--- config.mk ---
export PLATFORM = sky130hd
export DESIGN_NAME = fir_tap_accum_flat
export DESIGN_NICKNAME = d
export VERILOG_FILES = /design/src/rtl/fir_pkg.sv /design/src/rtl/fir_tap_accum_if.sv /design/src/rtl/fir_out_fifo.sv /design/src/rtl/fir_tap_accum.sv /design/src/flat_wrapper.sv
export SDC_FILE = /design/constraint.sdc
export NUM_CORES = 1
export LEC_CHECK = 0
export ABC_AREA = 1
export CAP_MARGIN = 20
export CORE_ASPECT_RATIO = 0.5
export CORE_MARGIN = 2
export CORE_UTILIZATION = 50
export DETAILED_ROUTE_END_ITERATION = 12
export GPL_TIMING_DRIVEN = 0
export PLACE_DENSITY = 0.73
export RECOVER_POWER = 100
export SETUP_SLACK_MARGIN = 0.02
export SYNTH_ARGS = -nofsm -noshare
export SYNTH_HDL_FRONTEND = slang
export SYNTH_HIERARCHICAL = 1
export SYNTH_SLANG_ARGS = --single-unit
--- constraint.sdc ---
create_clock -name clk -period 2.7 [get_ports clk]
set_clock_uncertainty 0.05 [all_clocks]
set_input_delay 0.405 -clock clk [delete_from_list [all_inputs] [get_ports clk]]
set_output_delay 0.405 -clock clk [all_outputs]
set_load 0.03 [all_outputs]
--- src/rtl/fir_pkg.sv ---
// Shared definitions for the FIR tap accumulator: widths and the round/range-reduce helper.
// Build option: define FIR_ACC_SAT_EN to clamp out-of-range samples instead of wrapping.
package fir_pkg;

    localparam int unsigned FIR_SUM_WIDTH = 34;
    // Working width for the rounding helper; must exceed the accumulator width by at least one bit.
    localparam int unsigned FIR_MAX_W     = 64;

    function automatic int unsigned fir_acc_width(input int unsigned sum_w,
                                                  input int unsigned num_taps);
        return sum_w + 32'($clog2(num_taps));
    endfunction

    // Round half toward +inf, arithmetic shift, then reduce to out_w bits (sign-extended result).
    function automatic logic signed [FIR_MAX_W-1:0] fir_round_sat(
        input logic signed [FIR_MAX_W-1:0] total,
        input int unsigned                 shift,
        input int unsigned                 out_w
    );
        logic signed [FIR_MAX_W-1:0] r;
        logic signed [FIR_MAX_W-1:0] half;
`ifdef FIR_ACC_SAT_EN
        logic signed [FIR_MAX_W-1:0] lim;
`endif
        r    = total;
        half = '0;
        if (shift != 0) begin
            half = FIR_MAX_W'(1) << (shift - 1);
            r    = (total + half) >>> shift;
        end
`ifdef FIR_ACC_SAT_EN
        lim = FIR_MAX_W'(1) << (out_w - 1);
        if (r > lim - 1) begin
            r = lim - 1;
        end else if (r < -lim) begin
            r = -lim;
        end
`else
        r = (r <<< (FIR_MAX_W - out_w)) >>> (FIR_MAX_W - out_w);
`endif
        return r;
    endfunction

endpackage

--- src/rtl/fir_tap_accum_if.sv ---
// Product-in / sample-out bundle of the FIR tap accumulator.
interface fir_tap_accum_if #(
    parameter int unsigned SUM_WIDTH = fir_pkg::FIR_SUM_WIDTH,
    parameter int unsigned OUT_WIDTH = 24,
    parameter int unsigned CNT_WIDTH = 3
);
    logic [SUM_WIDTH-1:0] in_sum;
    logic                 in_sum_vld;
    logic                 clear;
    logic [OUT_WIDTH-1:0] out_sample;
    logic                 out_sample_vld;
    logic                 out_sample_rdy;
    logic [CNT_WIDTH-1:0] tap_cnt;
    logic                 overrun;

    modport master (
        output in_sum, in_sum_vld, clear, out_sample_rdy,
        input  out_sample, out_sample_vld, tap_cnt, overrun
    );

    modport slave (
        input  in_sum, in_sum_vld, clear, out_sample_rdy,
        output out_sample, out_sample_vld, tap_cnt, overrun
    );
endinterface

--- src/rtl/fir_out_fifo.sv ---
// Two-entry output queue with a registered head; push and pop in one cycle are both honoured.
module fir_out_fifo #(
    parameter int unsigned WIDTH = 24
) (
    input  logic             clk,
    input  logic             rst_n,
    input  logic             push_i,
    input  logic [WIDTH-1:0] data_i,
    input  logic             pop_i,
    output logic [WIDTH-1:0] data_o,
    output logic             empty_o,
    output logic             full_o
);
    localparam int unsigned DEPTH = 2;

    logic [WIDTH-1:0] mem_q [DEPTH];
    logic [WIDTH-1:0] mem_d [DEPTH];
    logic             wr_ptr_q, wr_ptr_d;
    logic             rd_ptr_q, rd_ptr_d;
    logic [1:0]       count_q, count_d;
    logic [WIDTH-1:0] head_q, head_d;
    logic             empty_q, empty_d;
    logic             full_q, full_d;
    logic             do_push, do_pop;

    // A push into a full queue is accepted only when the head leaves in the same cycle.
    always_comb begin
        do_pop   = pop_i && (count_q != 2'd0);
        do_push  = push_i && ((count_q != 2'(DEPTH)) || do_pop);
        mem_d    = mem_q;
        wr_ptr_d = wr_ptr_q;
        rd_ptr_d = rd_ptr_q;
        count_d  = count_q;
        if (do_push) begin
            mem_d[wr_ptr_q] = data_i;
            wr_ptr_d        = ~wr_ptr_q;
        end
        if (do_pop) begin
            rd_ptr_d = ~rd_ptr_q;
        end
        case ({do_push, do_pop})
            2'b10:   count_d = count_q + 2'd1;
            2'b01:   count_d = count_q - 2'd1;
            default: count_d = count_q;
        endcase
        head_d  = (count_d != 2'd0) ? mem_d[rd_ptr_d] : '0;
        empty_d = (count_d == 2'd0);
        full_d  = (count_d == 2'(DEPTH));
    end

    always_ff @(posedge clk or negedge rst_n) begin
        if (!rst_n) begin
            for (int unsigned i = 0; i < DEPTH; i++) begin
                mem_q[i] <= '0;
            end
            wr_ptr_q <= 1'b0;
            rd_ptr_q <= 1'b0;
            count_q  <= 2'd0;
            head_q   <= '0;
            empty_q  <= 1'b1;
            full_q   <= 1'b0;
        end else begin
            mem_q    <= mem_d;
            wr_ptr_q <= wr_ptr_d;
            rd_ptr_q <= rd_ptr_d;
            count_q  <= count_d;
            head_q   <= head_d;
            empty_q  <= empty_d;
            full_q   <= full_d;
        end
    end

    assign data_o  = head_q;
    assign empty_o = empty_q;
    assign full_o  = full_q;

endmodule

--- src/rtl/fir_tap_accum.sv ---
// Accumulates NUM_TAPS tap products per output sample, rounds/scales/range-reduces, and queues it.
// Build option: define FIR_ACC_SAT_EN to saturate instead of wrap on range reduction.
module fir_tap_accum
    import fir_pkg::*;
#(
    parameter int unsigned SUM_WIDTH = FIR_SUM_WIDTH,
    parameter int unsigned NUM_TAPS  = 8,
    parameter int unsigned SHIFT     = 4,
    parameter int unsigned OUT_WIDTH = 24
) (
    input  logic          clk,
    input  logic          reset,
    fir_tap_accum_if.slave bus
);
    localparam int unsigned ACC_W = fir_acc_width(SUM_WIDTH, NUM_TAPS);
    localparam int unsigned CNT_W = $clog2(NUM_TAPS);

    logic signed [ACC_W-1:0] acc_q, acc_d;
    logic signed [ACC_W-1:0] in_ext;
    logic signed [ACC_W-1:0] total;
    logic [CNT_W-1:0]        tap_cnt_q, tap_cnt_d;
    logic                    overrun_q, overrun_d;
    logic                    last_tap;
    logic                    push;
    logic                    pop;
    logic [OUT_WIDTH-1:0]    sample;
    logic [OUT_WIDTH-1:0]    fifo_data;
    logic                    fifo_empty;
    logic                    fifo_full;

    assign in_ext   = ACC_W'($signed(bus.in_sum));
    assign total    = acc_q + in_ext;
    assign last_tap = (tap_cnt_q == CNT_W'(NUM_TAPS - 1));
    assign sample   = OUT_WIDTH'(fir_round_sat(FIR_MAX_W'(total), SHIFT, OUT_WIDTH));
    assign pop      = bus.out_sample_rdy && !fifo_empty;

    // Clear outranks a coincident product; the last product of a block is pushed, not stored.
    always_comb begin
        acc_d     = acc_q;
        tap_cnt_d = tap_cnt_q;
        push      = 1'b0;
        if (bus.clear) begin
            acc_d     = '0;
            tap_cnt_d = '0;
        end else if (bus.in_sum_vld) begin
            if (last_tap) begin
                acc_d     = '0;
                tap_cnt_d = '0;
                push      = 1'b1;
            end else begin
                acc_d     = total;
                tap_cnt_d = tap_cnt_q + CNT_W'(1);
            end
        end
        overrun_d = overrun_q || (push && fifo_full && !pop);
    end

    always_ff @(posedge clk or negedge reset) begin
        if (!reset) begin
            acc_q     <= '0;
            tap_cnt_q <= '0;
            overrun_q <= 1'b0;
        end else begin
            acc_q     <= acc_d;
            tap_cnt_q <= tap_cnt_d;
            overrun_q <= overrun_d;
        end
    end

    fir_out_fifo #(
        .WIDTH (OUT_WIDTH)
    ) u_out_fifo (
        .clk     (clk),
        .rst_n   (reset),
        .push_i  (push),
        .data_i  (sample),
        .pop_i   (pop),
        .data_o  (fifo_data),
        .empty_o (fifo_empty),
        .full_o  (fifo_full)
    );

    assign bus.out_sample     = fifo_data;
    assign bus.out_sample_vld = !fifo_empty;
    assign bus.tap_cnt        = tap_cnt_q;
    assign bus.overrun        = overrun_q;

endmodule
--- src/flat_wrapper.sv ---
// flat-port wrapper written by rule: the top's interface ports become plain ports
module fir_tap_accum_flat import fir_pkg::*;
#(
    parameter int unsigned SUM_WIDTH = FIR_SUM_WIDTH,
    parameter int unsigned NUM_TAPS  = 8,
    parameter int unsigned SHIFT     = 4,
    parameter int unsigned OUT_WIDTH = 24
)
  (clk, reset, bus_in_sum, bus_in_sum_vld, bus_clear, bus_out_sample_rdy, bus_out_sample, bus_out_sample_vld, bus_tap_cnt, bus_overrun);
  fir_tap_accum_if #(.SUM_WIDTH(SUM_WIDTH), .OUT_WIDTH(OUT_WIDTH)) bus_i ();
  input  logic clk;
  input  logic reset;
  input wire logic [$bits(bus_i.in_sum)-1:0] bus_in_sum;
  input wire logic [$bits(bus_i.in_sum_vld)-1:0] bus_in_sum_vld;
  input wire logic [$bits(bus_i.clear)-1:0] bus_clear;
  input wire logic [$bits(bus_i.out_sample_rdy)-1:0] bus_out_sample_rdy;
  output wire logic [$bits(bus_i.out_sample)-1:0] bus_out_sample;
  output wire logic [$bits(bus_i.out_sample_vld)-1:0] bus_out_sample_vld;
  output wire logic [$bits(bus_i.tap_cnt)-1:0] bus_tap_cnt;
  output wire logic [$bits(bus_i.overrun)-1:0] bus_overrun;
  assign bus_i.in_sum = bus_in_sum;
  assign bus_i.in_sum_vld = bus_in_sum_vld;
  assign bus_i.clear = bus_clear;
  assign bus_i.out_sample_rdy = bus_out_sample_rdy;
  assign bus_out_sample = bus_i.out_sample;
  assign bus_out_sample_vld = bus_i.out_sample_vld;
  assign bus_tap_cnt = bus_i.tap_cnt;
  assign bus_overrun = bus_i.overrun;
  fir_tap_accum #(.SUM_WIDTH(SUM_WIDTH), .NUM_TAPS(NUM_TAPS), .SHIFT(SHIFT), .OUT_WIDTH(OUT_WIDTH)) u_core (.clk(clk), .reset(reset), .bus(bus_i));
endmodule
# Word-level counts from Yosys, hierarchy flattened
# Index checks and enable logic that the tools add are counted.
# classes
add_sub_neg,5
n_lt_le_gt_ge,3
n_eq_ne,5
muxes,19
bitwise_logic,4
reduce_logical,14
# ops
cell,count
24-bit two-way mux,5
37-bit two-way mux,3
48-bit bitwise mux,1
48-bit two-way mux,1
37-bit by 34-bit adder with 37-bit output,1
"28-bit by 5-bit adder with 28-bit output, second input constant",1
24-bit demux with 1-bit select,1
3-bit two-way mux,3
1-bit logical AND,6
2-bit nonzero test,3
"2-bit == test, second input constant",2
"2-bit >= comparator, second input constant",2
1-bit two-way mux,4
1-bit NOT with 2-bit output,2
2-bit case mux with 2 select lines,1
"3-bit by 1-bit adder with 3-bit output, second input constant",1
"3-bit == test, second input constant",1
"2-bit by 1-bit adder with 2-bit output, second input constant",1
"2-bit by 1-bit == test with 1-bit output, second input constant",1
1-bit zero test,2
2-bit zero test,1
1-bit logical OR,2
"2-bit by 1-bit less-than comparator with 1-bit output, second input constant",1
"2-bit != test, second input constant",1
other kinds (2),3
# totals
register_bits,119
input_bits,39
output_inout_bits,29
word_cells,61

# Longest topological paths before layout
# logic_depth
word_depth,11
mapped_depth,28
depth_no_buf,28

# By module
# The synthesis kept the hierarchy.
# modules_own_cells
module,n_inst,cells_per_inst,area_each_um2
fir_tap_accum,1,717,4286.6
fir_out_fifo,1,636,4260.3

# Least setup slack after synthesis
# Ideal clock, no wire load.
# synth_timing
path_type,input -> register
from,input port bus_in_sum[0]
to,"register u_core.u_out_fifo.head_q[16], in the netlist u_core/u_out_fifo/data_o[16]"
arrival_time_ps,2747
t_required_ps,2531
setup_slack_ps,-216
stages,22
path_buffers,0
path_cell_list,ha_1 -> inv_1 -> fa_1 -> inv_1 -> nand2_1 -> nand2_2 -> nand2_2 -> xor2_2 -> nand2_1 -> nor2_2 -> nand3_2 -> nor2_4 -> nand2_2 -> nor2_8 -> nand2_1 -> xor2_1 -> inv_1 -> nand2_1 -> nand2_1 -> nand3_1 -> a21oi_1 -> nor2_1
# synth_between
elab_chain_len,8
# synth_rtl
item,line_no,rtl
start: declaration,flat_wrapper.sv:13,input wire logic [$bits(bus_i.in_sum)-1:0] bus_in_sum;
37-bit by 34-bit adder with 37-bit output,fir_tap_accum.sv:32,assign total = acc_q + in_ext;
28-bit by 5-bit adder with 28-bit output,fir_pkg.sv:29,r = (total + half) >>> shift;
net u_core.sample[16],fir_tap_accum.sv:26,logic [OUT_WIDTH-1:0] sample;
48-bit bitwise mux,fir_out_fifo.sv:35,mem_d[wr_ptr_q] = data_i;
48-bit two-way mux,fir_out_fifo.sv:34,if (do_push) begin
24-bit two-way mux (not written as such) (3 in a row),fir_out_fifo.sv:46,head_d = (count_d != 2'd0) ? mem_d[rd_ptr_d] : '0;
24-bit two-way mux,fir_out_fifo.sv:46,
net u_core.u_out_fifo.head_d[16],fir_out_fifo.sv:21,"logic [WIDTH-1:0] head_q, head_d;"
end signal: assignment,fir_out_fifo.sv:59,head_q <= '0;
end signal: assignment,fir_out_fifo.sv:67,head_q <= head_d;
end: declaration,fir_out_fifo.sv:21,
# The timed path passes the listed nets, and every way through them passes these cells. The select of a mux whose other input is x is not followed.
# A chain may end at the register's enable or synchronous reset.

# Final worst setup path
# layout_timing
from,register u_core.acc_q[0]
to,"register u_core.u_out_fifo.head_q[23], in the netlist u_core/u_out_fifo/data_o[23]"
# layout_between
elab_chain_len,8
# layout_rtl
item,line_no,rtl
start: declaration,fir_tap_accum.sv:18,"logic signed [ACC_W-1:0] acc_q, acc_d;"
start signal: assignment,fir_tap_accum.sv:60,acc_q <= '0;
start signal: assignment,fir_tap_accum.sv:64,acc_q <= acc_d;
37-bit by 34-bit adder with 37-bit output,fir_tap_accum.sv:32,
28-bit by 5-bit adder with 28-bit output,fir_pkg.sv:29,
net u_core.sample[23],fir_tap_accum.sv:26,
48-bit bitwise mux,fir_out_fifo.sv:35,
48-bit two-way mux,fir_out_fifo.sv:34,
24-bit two-way mux (not written as such) (3 in a row),fir_out_fifo.sv:46,
24-bit two-way mux,fir_out_fifo.sv:46,
net u_core.u_out_fifo.head_d[23],fir_out_fifo.sv:21,
# The timed path passes the listed nets, and every way through them passes these cells. The select of a mux whose other input is x is not followed.

==> results.md <==
GRT:
- Entering global routing, the biggest net connects 60 pins.
- For this run, the total global-route usage over all layers was measured as a little over a quarter.
- The number of antenna violations at the first check in global routing is 0.
- The first global-routing pass estimated 38870 um of wire.
- The number of global-route vias before repair is 8114.
- The overflow left after global routing is 0.

Synthesis:
- Dividing the synthesized area by the synthesized cell count gives 6.317 um2.
- The mux contribution to synthesized area is 0%.
- Counting distinct cell types in the post-synthesis netlist gives 39.
- The synthesized netlist devotes ~41% of its cell area to simple gates.
- The synthesized net count is 1424.
- The adder and majority cell fraction of the synthesized area is 4.772%.
- The share of the Yosys chip area taken by registers is 32.22%.
- The count of mapped cells out of synthesis is 1353.
- Counting flops and latches in the post-synthesis netlist gives 110.
- The warning count from the yosys run is 6.
- Summing the areas of all xor and xnor instances in the mapped netlist gives 2.240% of the synthesized area.
- The combinational family with the most area after synthesis is simple AND/OR/NAND/NOR gates.
- The post-synthesis compound-gate area fraction is between 4 and 5%.
- The netlist area before placement is 8547 um2.

Hold path:
- The tightest min-delay check is of the register to register type.

Clocking:
- The tree built by TritonCTS fans out to 110 sinks.
- The source-to-sink clock delay at the later pin of the worst-skew pair is 0.37 ns.
- The clock tree buffer depth is 2.
- Buffers inserted during clock tree synthesis total 9.
- The cell at the root of the clock tree is clkbuf_16.
- TritonCTS built the clock tree.
- The maximum level of the CTS H-tree is 3.
- Clock-pin slew was measured on the worst setup and hold paths at 0.09 ns.

STA:
- The final-report setup violation count is slightly above 60.
- Summed over all failing endpoints, the final setup total negative slack is -17.72 ns.
- The worst hold margin is 0.4474 ns.
- Based on the critical path, the design can be clocked at up to 0.3154 GHz.
- The final-report hold violation count is 0.
- Measured against its own limit, the worst slew margin works out to 14.63%.
- The slew at the pin closest to its max-slew limit is 1.281 ns.
- The final number of max-transition violations is 0.
- The post-layout worst setup margin is -0.4706 ns.
- The final critical-path share of the clock period is 117.4%.
- The post-route minimum period is 3.171 ns.
- Setup repair after global routing could not meet its margin everywhere.

Floorplan:
- The area of the die is 18220 um2.
- The floorplan has 33 rows.
- 68 I/O pins were placed.
- Once the floorplan was initialized, standard cells occupied 51.62% of the core.
- The placeable core region is around 17000 um2.
- The die outline height is ~96 um.
- The floorplan step set the die width to 188.9 um.

Power and ir drop:
- Power spread over the standard cell area amounts to 548.1 nW/um2.
- Summing internal, switching and leakage power gives 0.006109 W.
- Summed over all cells, the static leakage comes to 6.066 nW.
- Across the VDD grid, the largest voltage drop is 0.0003766 V.

Route:
- Summed over all layers, the routed wires come to ~25000 um.
- The first routing iteration left 676 violations.
- In the final routed layout, each cell accounts on average for 14.88 um.
- The detail route stage leaves a number of antenna-violating nets equal to 0.
- Summing over every cut layer, the via total after detailed routing is 8674.
- For this run, the detailed router's first-pass iteration total came to 6.
- The total DRC errors in the routed layout is 0.
- The average via count per standard cell is between 5 and 6.

Finish:
- After the last flow step, the layout net total stands at between 1500 and 2000.
- The number of antenna repair diodes is 0.
- The post-route netlist has a little under a quarter of its cells at a drive strength greater than 1.
- The finished cells cover 11150 um2.
- The layout overhead on the synthesized area is 30.41%.

Run status:
- The run finished, with violations left.
- The checks that failed: setup timing.

Worst setup path:
- At the worst endpoint, the arrival time is about 3.4 ns.
- STA classifies the critical path startpoint as a register.
- The required time at the endpoint of the critical path is 2.94 ns.
- The sort of element at the end of the critical path is a register.
- The maximum fanout along the worst path is 7.
- The category of the most critical setup path is register to register.

Place:
- The minimum setup slack after placement is -1.071 ns.
- The half-perimeter wire length after placement is 16760 um.
- The placed instances occupy a cell area of around 9500 um2.
- During placement, the flow inserted port buffers numbering between 60 and 70.
- The final weighted congestion of routability-driven global placement is around 0.9.

Job:
- The count of max-cap constraint violations is 0.
==> where the power goes <==
| part | leakage [nW] | internal [W] | switching (W) | total (W) |
|---|---|---|---|---|
| Sequential | 1.27 | 0.00179 | 0.0000805 | 0.00187 |
| Combinational | 4.65 | 0.000988 | 0.00182 | 0.00281 |
| Clock | 0.151 | 0.000678 | 0.000756 | 0.00143 |
| Total | 6.07 | 0.00345 | 0.00265 | 0.00611 |
==> cells in the final DEF, fill, tap and decap left out, types with 23 or more instances in the layout <==
cell type,instances
nand2_1,489
inv_1,252
dfrtp_1,109
nand2_2,65
nand3_1,56
buf_4,42
nor2_1,40
nand3_2,39
clkdlybuf4s50_1,36
inv_2,29
a21oi_1,29
dlygate4sd3_1,23
==> path summary, 6_finish.rpt <==
kind / startpoint / end / slack [ns] / cells after the start
worst min register to register: u_core/bus.overrun$_DFF_PN0_ / u_core/bus.overrun$_DFF_PN0_ / 0.45 / 1
worst min-delay path: u_core/bus.overrun$_DFF_PN0_ / u_core/bus.overrun$_DFF_PN0_ / 0.45 / 1
min in group asynchronous: reset / u_core/u_out_fifo/data_o[0]$_DFF_PN0_ / 0.79 / 2
max in group asynchronous: reset / u_core/acc_q[21]$_DFFE_PN0P_ / 0.34 / 3
worst max-delay path: u_core/acc_q[0]$_DFFE_PN0P_ / u_core/u_out_fifo/data_o[23]$_DFF_PN0_ / -0.47 / 27
worst max register to register: u_core/acc_q[0]$_DFFE_PN0P_ / u_core/u_out_fifo/data_o[23]$_DFF_PN0_ / -0.47 / 27
==> Yosys cell counts, drive strengths merged <==
master | instances | area [um2]
nand2 | 575 | 2253
inv | 281 | 1055
dfrtp | 109 | 2728
nand3 | 103 | 593.1
nor2 | 84 | 439.2
a21oi | 41 | 220.2
ha | 31 | 387.9
buf | 29 | 177.7
o22ai | 19 | 118.9
xor2 | 19 | 173.9
nand4 | 15 | 93.84
o21ai | 11 | 55.05
clkbuf | 8 | 30.03
nand3b | 7 | 56.30
nor3 | 7 | 35.03
and2 | 3 | 23.77
clkinv | 2 | 7.510
xnor2 | 2 | 17.52
a211oi | 1 | 7.510
a21boi | 1 | 7.510
dfstp | 1 | 26.28
fa | 1 | 20.02
nor4 | 1 | 6.260
o21bai | 1 | 7.510
or2 | 1 | 6.260
==> what timing repair did <==
| item | 4_1_cts | 5_1_grt |
|---|---|---|
| setup endpoints to repair | 67 | 73 |
| hold buffers | 1 | 0 |
| buffers inserted | 24 | 28 |
| resized for setup | 90 | 139 |
| pin swaps | 40 | 92 |
| endpoints found under the hold margin | 50 | 0 |
==> layer usage <==
metal  wire length [um]  global-route usage [%]  vias up
li1                   -                       -     4292
met2              11690                   46.15      346
met3               1738                   3.611       32
met4                327                   7.682        0
met5                  0                       0        -
met1              11640                   36.90     4004
==> critical path: stages, from the launching register on <==
cell and delay, ns:
dfrtp_1 0.39, ha_4 0.15, inv_2 0.04, fa_2 0.35
inv_2 0.09, nand2_4 0.08, nand2_8 0.09, buf_6 0.09
nand4_1 0.13, nand3_2 0.16, nand2_2 0.07, nand2_4 0.12
nand2_4 0.08, nor2_4 0.14, nand2_4 0.09, nor2_8 0.18
nand3_2 0.10, nand2_2 0.08, nand2_2 0.05, inv_2 0.08
inv_2 0.04, nand2_1 0.05, nand2_1 0.05, nand3_1 0.06
nand2_1 0.07, nand2_1 0.06, nand2_1 0.05, nor2_1 0.12
==> final cells by class <==
| class | count | area, um2 |
|---|---|---|
| buffer | 37 | 206.4 |
| clock buffer | 9 | 225.2 |
| clock inverter | 7 | 95.09 |
| fill | 1388 | 5411 |
| inverter | 283 | 1062 |
| multi-input combinational | 923 | 5469 |
| sequential | 110 | 2754 |
| tap | 227 | 284.0 |
| timing repair buffer | 111 | 1050 |
==> metrics by stage <==
| step | instances | util, % |
|---|---|---|
| after global routing | 1707 | 67.32 |
| after CTS | 1683 | 63.14 |
| after floorplan | 1353 | - |
| final | 1707 | 67.32 |
| after detailed placement | 1642 | 57.41 |
| after global placement | 1641 | 57.24 |
==> cell families (layout without fill, tap and decap cells) <==
family                   after synthesis  after routing
XOR/XNOR                              21             21
flip-flops                           110            110
AND/OR/NAND/NOR                      796            796
AO/OA/AOI/OAI                         74             74
buffers and inverters                320            447
adder cells (fa/ha/maj)               32             32
==> flip-flops by register name, summed over array words and instances (netlist names) <==
name and cells:
u_core/u_out_fifo/data_o 24, u_core/bus.tap_cnt 3, u_core/u_out_fifo/wr_ptr_q 1, u_core/u_out_fifo/empty_o 1, u_core/u_out_fifo/full_o 1, u_core/u_out_fifo/count_q 2, u_core/u_out_fifo/rd_ptr_q 1, u_core/u_out_fifo/mem_q 48
u_core/acc_q 28, u_core/bus.overrun 1
(Power assumes the default switching activity.)
